===== src/rtl/ppcpu_pkg.sv =====
// Shared types and constants for the ppcpu hazard/forwarding logic.
package ppcpu_pkg;

  localparam int unsigned REG_AW_DFLT = 5;

  // Stage distances measured from ID.
  localparam int unsigned D_EX  = 1;
  localparam int unsigned D_MEM = 2;
  localparam int unsigned D_WB  = 3;

  // Forward select meaning "take the register file value".
  localparam int unsigned FWD_RF = 0;

  typedef struct packed {
    logic                   valid;
    logic [REG_AW_DFLT-1:0] rw;
    logic                   regwr;
    logic                   load;
  } sb_entry_t;

endpackage


===== src/rtl/ppcpu_sb_match.sv =====
// Per-operand priority matcher: finds the youngest in-flight producer of a source register.
module ppcpu_sb_match
  import ppcpu_pkg::*;
#(
  parameter int unsigned NSTAGE     = 3,
  parameter int unsigned LOAD_READY = 2,
  parameter int unsigned SEL_W      = 2
) (
  input  logic [REG_AW_DFLT-1:0] src_i,
  input  logic                   use_i,
  input  logic                   id_valid_i,
  input  sb_entry_t [NSTAGE:1]   ent_i,
  output logic [SEL_W-1:0]       fwd_o,
  output logic                   load_hit_o
);

  always_comb begin
    fwd_o      = SEL_W'(FWD_RF);
    load_hit_o = 1'b0;
    // Oldest first, so a younger match overwrites an older one.
    for (int d = NSTAGE; d >= 1; d--) begin
      if (ent_i[d].valid && ent_i[d].regwr && (ent_i[d].rw == src_i) &&
          (src_i != '0) && use_i && id_valid_i) begin
        fwd_o      = SEL_W'(d);
        load_hit_o = ent_i[d].load && (d < int'(LOAD_READY));
      end
    end
  end

endmodule


===== src/rtl/ppcpu_hazard_unit.sv =====
// Interlock, forwarding and flush controller sitting beside ID; tracks in-flight writers
// in a registered scoreboard indexed by stage distance.
module ppcpu_hazard_unit
  import ppcpu_pkg::*;
#(
  parameter int unsigned REG_AW     = REG_AW_DFLT,
  parameter int unsigned NSTAGE     = 3,
  parameter int unsigned LOAD_READY = 2,
  parameter int unsigned BR_STAGE   = 2,
  parameter int unsigned CNT_W      = 16,
  parameter int unsigned SEL_W      = 2
) (
  input  logic              Clk,
  input  logic              Rst_n,
  input  logic [REG_AW-1:0] id_rs,
  input  logic [REG_AW-1:0] id_rt,
  input  logic              id_use_rs,
  input  logic              id_use_rt,
  input  logic [REG_AW-1:0] id_rw,
  input  logic              id_regwr,
  input  logic              id_load,
  input  logic              id_valid,
  input  logic              redirect,
  input  logic              wb_kill,
  input  logic              clr_cnt,
  output logic [SEL_W-1:0]  fwd_a,
  output logic [SEL_W-1:0]  fwd_b,
  output logic              stall,
  output logic              bubble,
  output logic [BR_STAGE-1:0] flush,
  output logic [CNT_W-1:0]  stall_cnt,
  output logic [CNT_W-1:0]  flush_cnt
);

  sb_entry_t [NSTAGE:1] sb_q, sb_d, sb_view;
  logic [CNT_W-1:0]     stall_cnt_q, stall_cnt_d, flush_cnt_q, flush_cnt_d;
  logic [SEL_W-1:0]     sel_a, sel_b;
  logic                 hit_a, hit_b;

  // A killed WB write must not be forwarded.
  always_comb begin
    sb_view                = sb_q;
    sb_view[NSTAGE].regwr  = sb_q[NSTAGE].regwr & ~wb_kill;
  end

  ppcpu_sb_match #(
    .NSTAGE     (NSTAGE),
    .LOAD_READY (LOAD_READY),
    .SEL_W      (SEL_W)
  ) u_match_rs (
    .src_i      (id_rs),
    .use_i      (id_use_rs),
    .id_valid_i (id_valid),
    .ent_i      (sb_view),
    .fwd_o      (sel_a),
    .load_hit_o (hit_a)
  );

  ppcpu_sb_match #(
    .NSTAGE     (NSTAGE),
    .LOAD_READY (LOAD_READY),
    .SEL_W      (SEL_W)
  ) u_match_rt (
    .src_i      (id_rt),
    .use_i      (id_use_rt),
    .id_valid_i (id_valid),
    .ent_i      (sb_view),
    .fwd_o      (sel_b),
    .load_hit_o (hit_b)
  );

  always_comb begin
    stall  = ~redirect & (hit_a | hit_b);
    bubble = stall;
    fwd_a  = stall ? SEL_W'(FWD_RF) : sel_a;
    fwd_b  = stall ? SEL_W'(FWD_RF) : sel_b;
    // Gated so flush reads zero while reset is asserted.
    flush  = {BR_STAGE{redirect & Rst_n}};
  end

  always_comb begin
    sb_d = '0;
    for (int d = 2; d <= int'(NSTAGE); d++) begin
      sb_d[d] = sb_q[d-1];
    end
    if (id_valid && !stall && !redirect) begin
      sb_d[D_EX] = '{valid: 1'b1, rw: id_rw, regwr: id_regwr, load: id_load};
    end
    if (redirect) begin
      for (int d = 1; d < int'(BR_STAGE); d++) begin
        if (d <= int'(NSTAGE)) sb_d[d].valid = 1'b0;
      end
    end
  end

  always_comb begin
    stall_cnt_d = stall_cnt_q;
    flush_cnt_d = flush_cnt_q;
    if (clr_cnt) begin
      stall_cnt_d = '0;
      flush_cnt_d = '0;
    end else begin
      if (stall && (stall_cnt_q != '1))    stall_cnt_d = stall_cnt_q + CNT_W'(1);
      if (redirect && (flush_cnt_q != '1)) flush_cnt_d = flush_cnt_q + CNT_W'(1);
    end
  end

  always_ff @(posedge Clk or negedge Rst_n) begin
    if (!Rst_n) begin
      sb_q        <= '0;
      stall_cnt_q <= '0;
      flush_cnt_q <= '0;
    end else begin
      sb_q        <= sb_d;
      stall_cnt_q <= stall_cnt_d;
      flush_cnt_q <= flush_cnt_d;
    end
  end

  assign stall_cnt = stall_cnt_q;
  assign flush_cnt = flush_cnt_q;

endmodule


===== config.mk =====
export PLATFORM = sky130hd
export DESIGN_NAME = ppcpu_hazard_unit
export DESIGN_NICKNAME = d
export VERILOG_FILES = /design/src/rtl/ppcpu_pkg.sv /design/src/rtl/ppcpu_sb_match.sv /design/src/rtl/ppcpu_hazard_unit.sv
export SDC_FILE = /design/constraint.sdc
export NUM_CORES = 1
export LEC_CHECK = 0
export ABC_AREA = 1
export CORE_UTILIZATION = 50
export CTS_CLUSTER_DIAMETER = 40
export DETAILED_ROUTE_END_ITERATION = 12
export DONT_BUFFER_PORTS = 1
export SLEW_MARGIN = 0
export SYNTH_ARGS = -nofsm -noshare
export SYNTH_HDL_FRONTEND = slang
export SYNTH_SLANG_ARGS = --single-unit

===== constraint.sdc =====
create_clock -name Clk -period 2.55 [get_ports Clk]
set_input_delay 0.51 -clock Clk [delete_from_list [all_inputs] [get_ports Clk]]
set_output_delay 0.51 -clock Clk [all_outputs]
set_load 0.02 [all_outputs]

After elaboration in Yosys (flattened, before gate mapping)
Cells that the tools add are included.
W data, S select, Z words.
{ "word_totals": {"regBits": 54, "inputBits": 25} }
{ "op_classes": {"n_addsub": 2, "n_reduce_logical": 37, "bitwise": 6, "mux": 16, "n_eq_ne": 8} }
{ "op_table": {"columns": ["cell", "n"], "rows": [
  ["$mux W16", 4],
  ["$add A16 B1 Y16 const B", 2],
  ["$ne A16 B16 Y1 const B", 2],
  ["$logic_and A1 B1 Y1", 31],
  ["$eq A5 B5 Y1", 6],
  ["$mux W2", 8],
  ["$reduce_bool A5 Y1", 2],
  ["$mux W8", 1],
  ["$reduce_bool A2 Y1", 2],
  ["$and A1 B1 Y1", 3],
  ["$mux W1", 3],
  ["$logic_not A1 Y1", 2],
  ["$not A1 Y1", 2],
  ["$or A1 B1 Y1", 1]
]} }

Logic depth before layout (Yosys ltp)
{ "logic_depth": {"ltp_word": 13, "depth_mapped": 12, "mapped_depth_nobuf": 12} }

By module
A second synthesis with hierarchy kept.
{ "hier_totals": {"hier_cells": 527, "hier_area_um2": 3507.1} }
{ "by_module_without_submodules": {"columns": ["module", "cells_per_inst", "seq_area_each_um2", "instances", "area_per_inst_um2"], "rows": [
  ["ppcpu_hazard_unit", 359, 1401.3, 1, 2806.4],
  ["ppcpu_sb_match", 84, 0.0, 2, 350.3]
]} }

Least setup slack after synthesis
OpenSTA, ideal clock, no wires.
{ "synth_timing": {"kind": "input to output", "start": "input id_rt[0]", "end": "output stall", "arrival_ps": 1475, "cell_stages": 9, "path_slack_ps": 565, "required_ps": 2040, "cell_sequence": "inv_1 nand2_1 o21ai_0 nor3_1 nand2_1 nand2_1 nand3_1 inv_1 buf_4"} }
{ "synth_via": {"elab_chain_cells": 8} }
{ "synth_rtl": {"columns": ["item", "line_no", "rtl"], "rows": [
  ["start, declared", "ppcpu_hazard_unit.sv:16", "input logic [REG_AW-1:0] id_rt,"],
  ["$eq A5 B5 Y1", "ppcpu_sb_match.sv:22", "if (ent_i[d].valid && ent_i[d].regwr && (ent_i[d].rw == src_i) &&"],
  ["$logic_and A1 B1 Y1", "ppcpu_sb_match.sv:22", null],
  ["$logic_and A1 B1 Y1 (*)", "ppcpu_sb_match.sv:22", null],
  ["$logic_and A1 B1 Y1 (*) (2 in series)", "ppcpu_sb_match.sv:23", "(src_i != '0) && use_i && id_valid_i) begin"],
  ["$mux W1 (*)", "ppcpu_sb_match.sv:22", null],
  ["$or A1 B1 Y1 (*)", "ppcpu_hazard_unit.sv:73", "stall = ~redirect & (hit_a | hit_b);"],
  ["$and A1 B1 Y1 (*)", "ppcpu_hazard_unit.sv:73", null],
  ["end, declared", "ppcpu_hazard_unit.sv:28", "output logic stall,"]
]} }
Every way passes the cells marked *; elsewhere a longest branch is shown, timed or not.

Worst setup path in the final report
{ "layout_timing": {"start": "register sb_q (netlist bit sb_d[10])", "end": "output bubble"} }
{ "layout_via": {"elab_chain_cells": 8} }
{ "layout_rtl": {"columns": ["item", "line_no", "rtl"], "rows": [
  ["start, declared", "ppcpu_hazard_unit.sv:35", "sb_entry_t [NSTAGE:1] sb_q, sb_d, sb_view;"],
  ["start signal, assigned", "ppcpu_hazard_unit.sv:110", "sb_q <= '0;"],
  ["start signal, assigned", "ppcpu_hazard_unit.sv:114", "sb_q <= sb_d;"],
  ["$eq A5 B5 Y1", "ppcpu_sb_match.sv:22", null],
  ["$logic_and A1 B1 Y1 (2 in series)", "ppcpu_sb_match.sv:22", null],
  ["$logic_and A1 B1 Y1 (2 in series)", "ppcpu_sb_match.sv:23", null],
  ["$mux W1", "ppcpu_sb_match.sv:22", null],
  ["$or A1 B1 Y1 (*)", "ppcpu_hazard_unit.sv:73", null],
  ["$and A1 B1 Y1 (*)", "ppcpu_hazard_unit.sv:73", null],
  ["end, declared", "ppcpu_hazard_unit.sv:29", "output logic bubble,"]
]} }
Marked as above.

==> results.md <==
- Overflow after GRT: 0
- Tcrit/Tclk final: ~90%
- Mapped cell area: approximately 3400 µm²
- Share of the synthesized area in the top cell type: between 30% and 40%
- WP data arrival: approximately 1.8 ns
- Syn Nets: between 400 and 500
- Total setup buffers inserted after CTS: 0
- CTS Buf Count: 5
- Die footprint: just over 7000 µm²
- PD cells: between 400 and 500 nW/µm²
- Critical path fanouts, max: 5
- Starting Density: between 50% and 60%
- RSZ-0062 raised after global routing: no
- Chip Width: roughly 84 µm
- Drt drc: 9
- Root buf cell: clkbuf_8
- CP endpoint kind: output pin
- #FFs+latches synth: 54
- DRT antenna net count: 0
- Routability cong.: ~0.95
- Vias per cell: 5.23
- Initial antenna violation count: 0
- Max Transition Viols Final: 0
- Synth area leader: dfrtp_1
- Max Cap Viol: 0
- Final Hold Viols: 0
- DR pass1 iterations: 8
- Fin nets: about 500
- Largest net degree at the start of global routing: 55
- Clk pin slew, worst setup/hold paths: 0.11 ns
- Setup violators final: 0
- CP required: around 2 ns
- Crit path time final: 2.32 ns
- Ports: 65
- FFs w/ async S/R, synth: 100%
- TNS Setup: 0 ns
- Vias in the first global route: ~2.7k
- Yosys Warn Count: 0
- Routed WL per cell: ~14 µm
- Worst VDD drop: roughly 0.00023 V
- Diode count: 0
- Fraction of layout cells with a size suffix above 1: approximately 10%
- Hold Worst Slack: 0.0389 ns
- Measured slew at the worst slew-check pin: 0.584 ns
- Status: finished, violations left
- CTS tree: built
- Post-synth top flop: dfrtp_1
- Relative slew margins: between 60% and 70%
- Achievable Freq: 0.431 GHz
- Syn Inst Count: roughly 460
- Seq/Total Area, Yosys: roughly two fifths
- Core area: ~6500 µm²
- Clock Path Buffers: 2
- Number of synthesized flops with an enable pin: 0
- Final Non-Filler Cells: approximately 540
- Critical path type: flop to output pin
- HP Class: input pin to asynchronous set/reset pin
- Netlist cell types: 36
- Total leakage power: 1.75 nW
- Layout area overhead: 4.73%
- Clk sinks: 54
- Placed cells: ~530
- Port bufs: 0
- Placed wire-length estimate: between 5000 and 6000 µm
- Violated checks: DRC
- GR Util All Layers: approximately 23%
- DR iter-0 viols: ~160
- Synth Area per Inst: roughly 7.4 µm²
- Rows: 29
- Synth top area cells: dfrtp_1 (40%), nand2_1 (13%), inv_1 (7.9%)
- Most frequent cell after synthesis: nand2_1
- CTS resizes: 0
- Clk_skew: between 0.009 and 0.01 ns
- First-pass GRT wire length: 12800 µm
- Clock latency at the later pin of the worst-skew pair: 0.31 ns
- Vias: about 2.8k
- Synth top cells by count: nand2_1 (113), inv_1 (71), dfrtp_1 (54)
- H-tree levels: 2
- WL final: 7700 µm
- Die span in y: approximately 84 µm
- CP Launch Type: flop
-- power by group --
| part | switching, mW | internal (mW) |
|---|---|---|
| clock | 0.311 | 0.203 |
| sequential | 0.0208 | 0.872 |
| combinational | 0.0905 | 0.0449 |
-- sequential cells by signal (all words and copies together) (netlist names) --
signal     flops
sb_q           7
sb_d          15
stall_cnt     16
flush_cnt     16
-- routing by layer --
metal	track usage, %	up-vias	routed length, µm
met4	8.46	0	150
met5	0	-	0
met2	39.0	68	3720
met1	28.2	1287	3400
li1	-	1447	-
met3	5.41	12	431
-- worst paths after layout --
kind / depth (start not counted) / startpoint / slack, ns / to
setup reg to reg: 10 / stall_cnt[0] / 0.48 / stall_cnt[1]
min in group Clk: 1 / clr_cnt / 0.28 / flush_cnt[12]
hold reg to reg: 0 / sb_d[9] / 0.38 / sb_d[17]
hold / removal: 1 / Rst_n / 0.04 / sb_q[17]
max in group asynchronous: 1 / Rst_n / 2.27 / sb_q[20]
setup / recovery: 7 / sb_d[10] / 0.23 / bubble
-- critical path: stages, from the launching register on --
cell	delay, ns
dfrtp_1	0.47
xnor2_1	0.22
nand2_1	0.10
nor2_1	0.09
nand2_1	0.08
nand2_1	0.09
nand3_1	0.14
inv_1	0.32
-- repair_timing --
| item | 4_1_cts | 5_1_grt |
|---|---|---|
| setup endpoints to repair | 0 | 0 |
| hold buffers | 1 | 0 |
| endpoints found under the hold margin | 54 | 0 |
-- through the flow --
| stage | cell area, µm² | total power [mW] | setup WS, ns | utilization [%] |
|---|---|---|---|---|
| global placement | 3420 | 1.03 | 0.470 | 53.0 |
| detailed placement | 3420 | 1.03 | 0.426 | 53.0 |
| global route | 3540 | 1.62 | 0.0720 | 54.9 |
| floorplan | 3380 | 1.00 | 0.565 | - |
| finish | 3540 | 1.54 | 0.230 | 54.9 |
| CTS | 3540 | 1.57 | 0.224 | 54.9 |
-- placed cells by master (no fill, tap or decap), drive strengths merged --
master,synthesis,final
a21oi,18,18
and3,2,2
buf,6,3
clkbuf,3,5
clkinv,0,1
dfrtp,54,54
ha,2,2
inv,76,78
nand2,119,119
nand3,51,51
nand4,11,11
nor2,55,55
nor3,12,12
nor4,2,2
o211ai,1,1
o21ai,17,17
o22ai,1,1
o2bb2ai,1,1
o31ai,1,1
or2,1,1
xnor2,13,13
xor2,13,13
-- layout make-up --
type / instances / area [µm²]
timing repair buffer: 3 / 42.5
tap: 77 / 96.3
inverter: 76 / 285
clock inverter: 3 / 26.3
clock buffer: 5 / 68.8
multi-input combinational: 320 / 1670
sequential: 54 / 1350
fill: 646 / 2920
-- logic make-up after synthesis --
logic type / Yosys count / share of synthesized area, %
flip-flops: 54 / 39.9
XOR/XNOR: 26 / 6.73
AND/OR/NAND/NOR: 253 / 35.7
adder cells (fa/ha/maj): 2 / 0.740
AO/OA/AOI/OAI: 39 / 6.29
buffers and inverters: 85 / 10.6
Note: power is estimated with default switching activity, not from simulation.
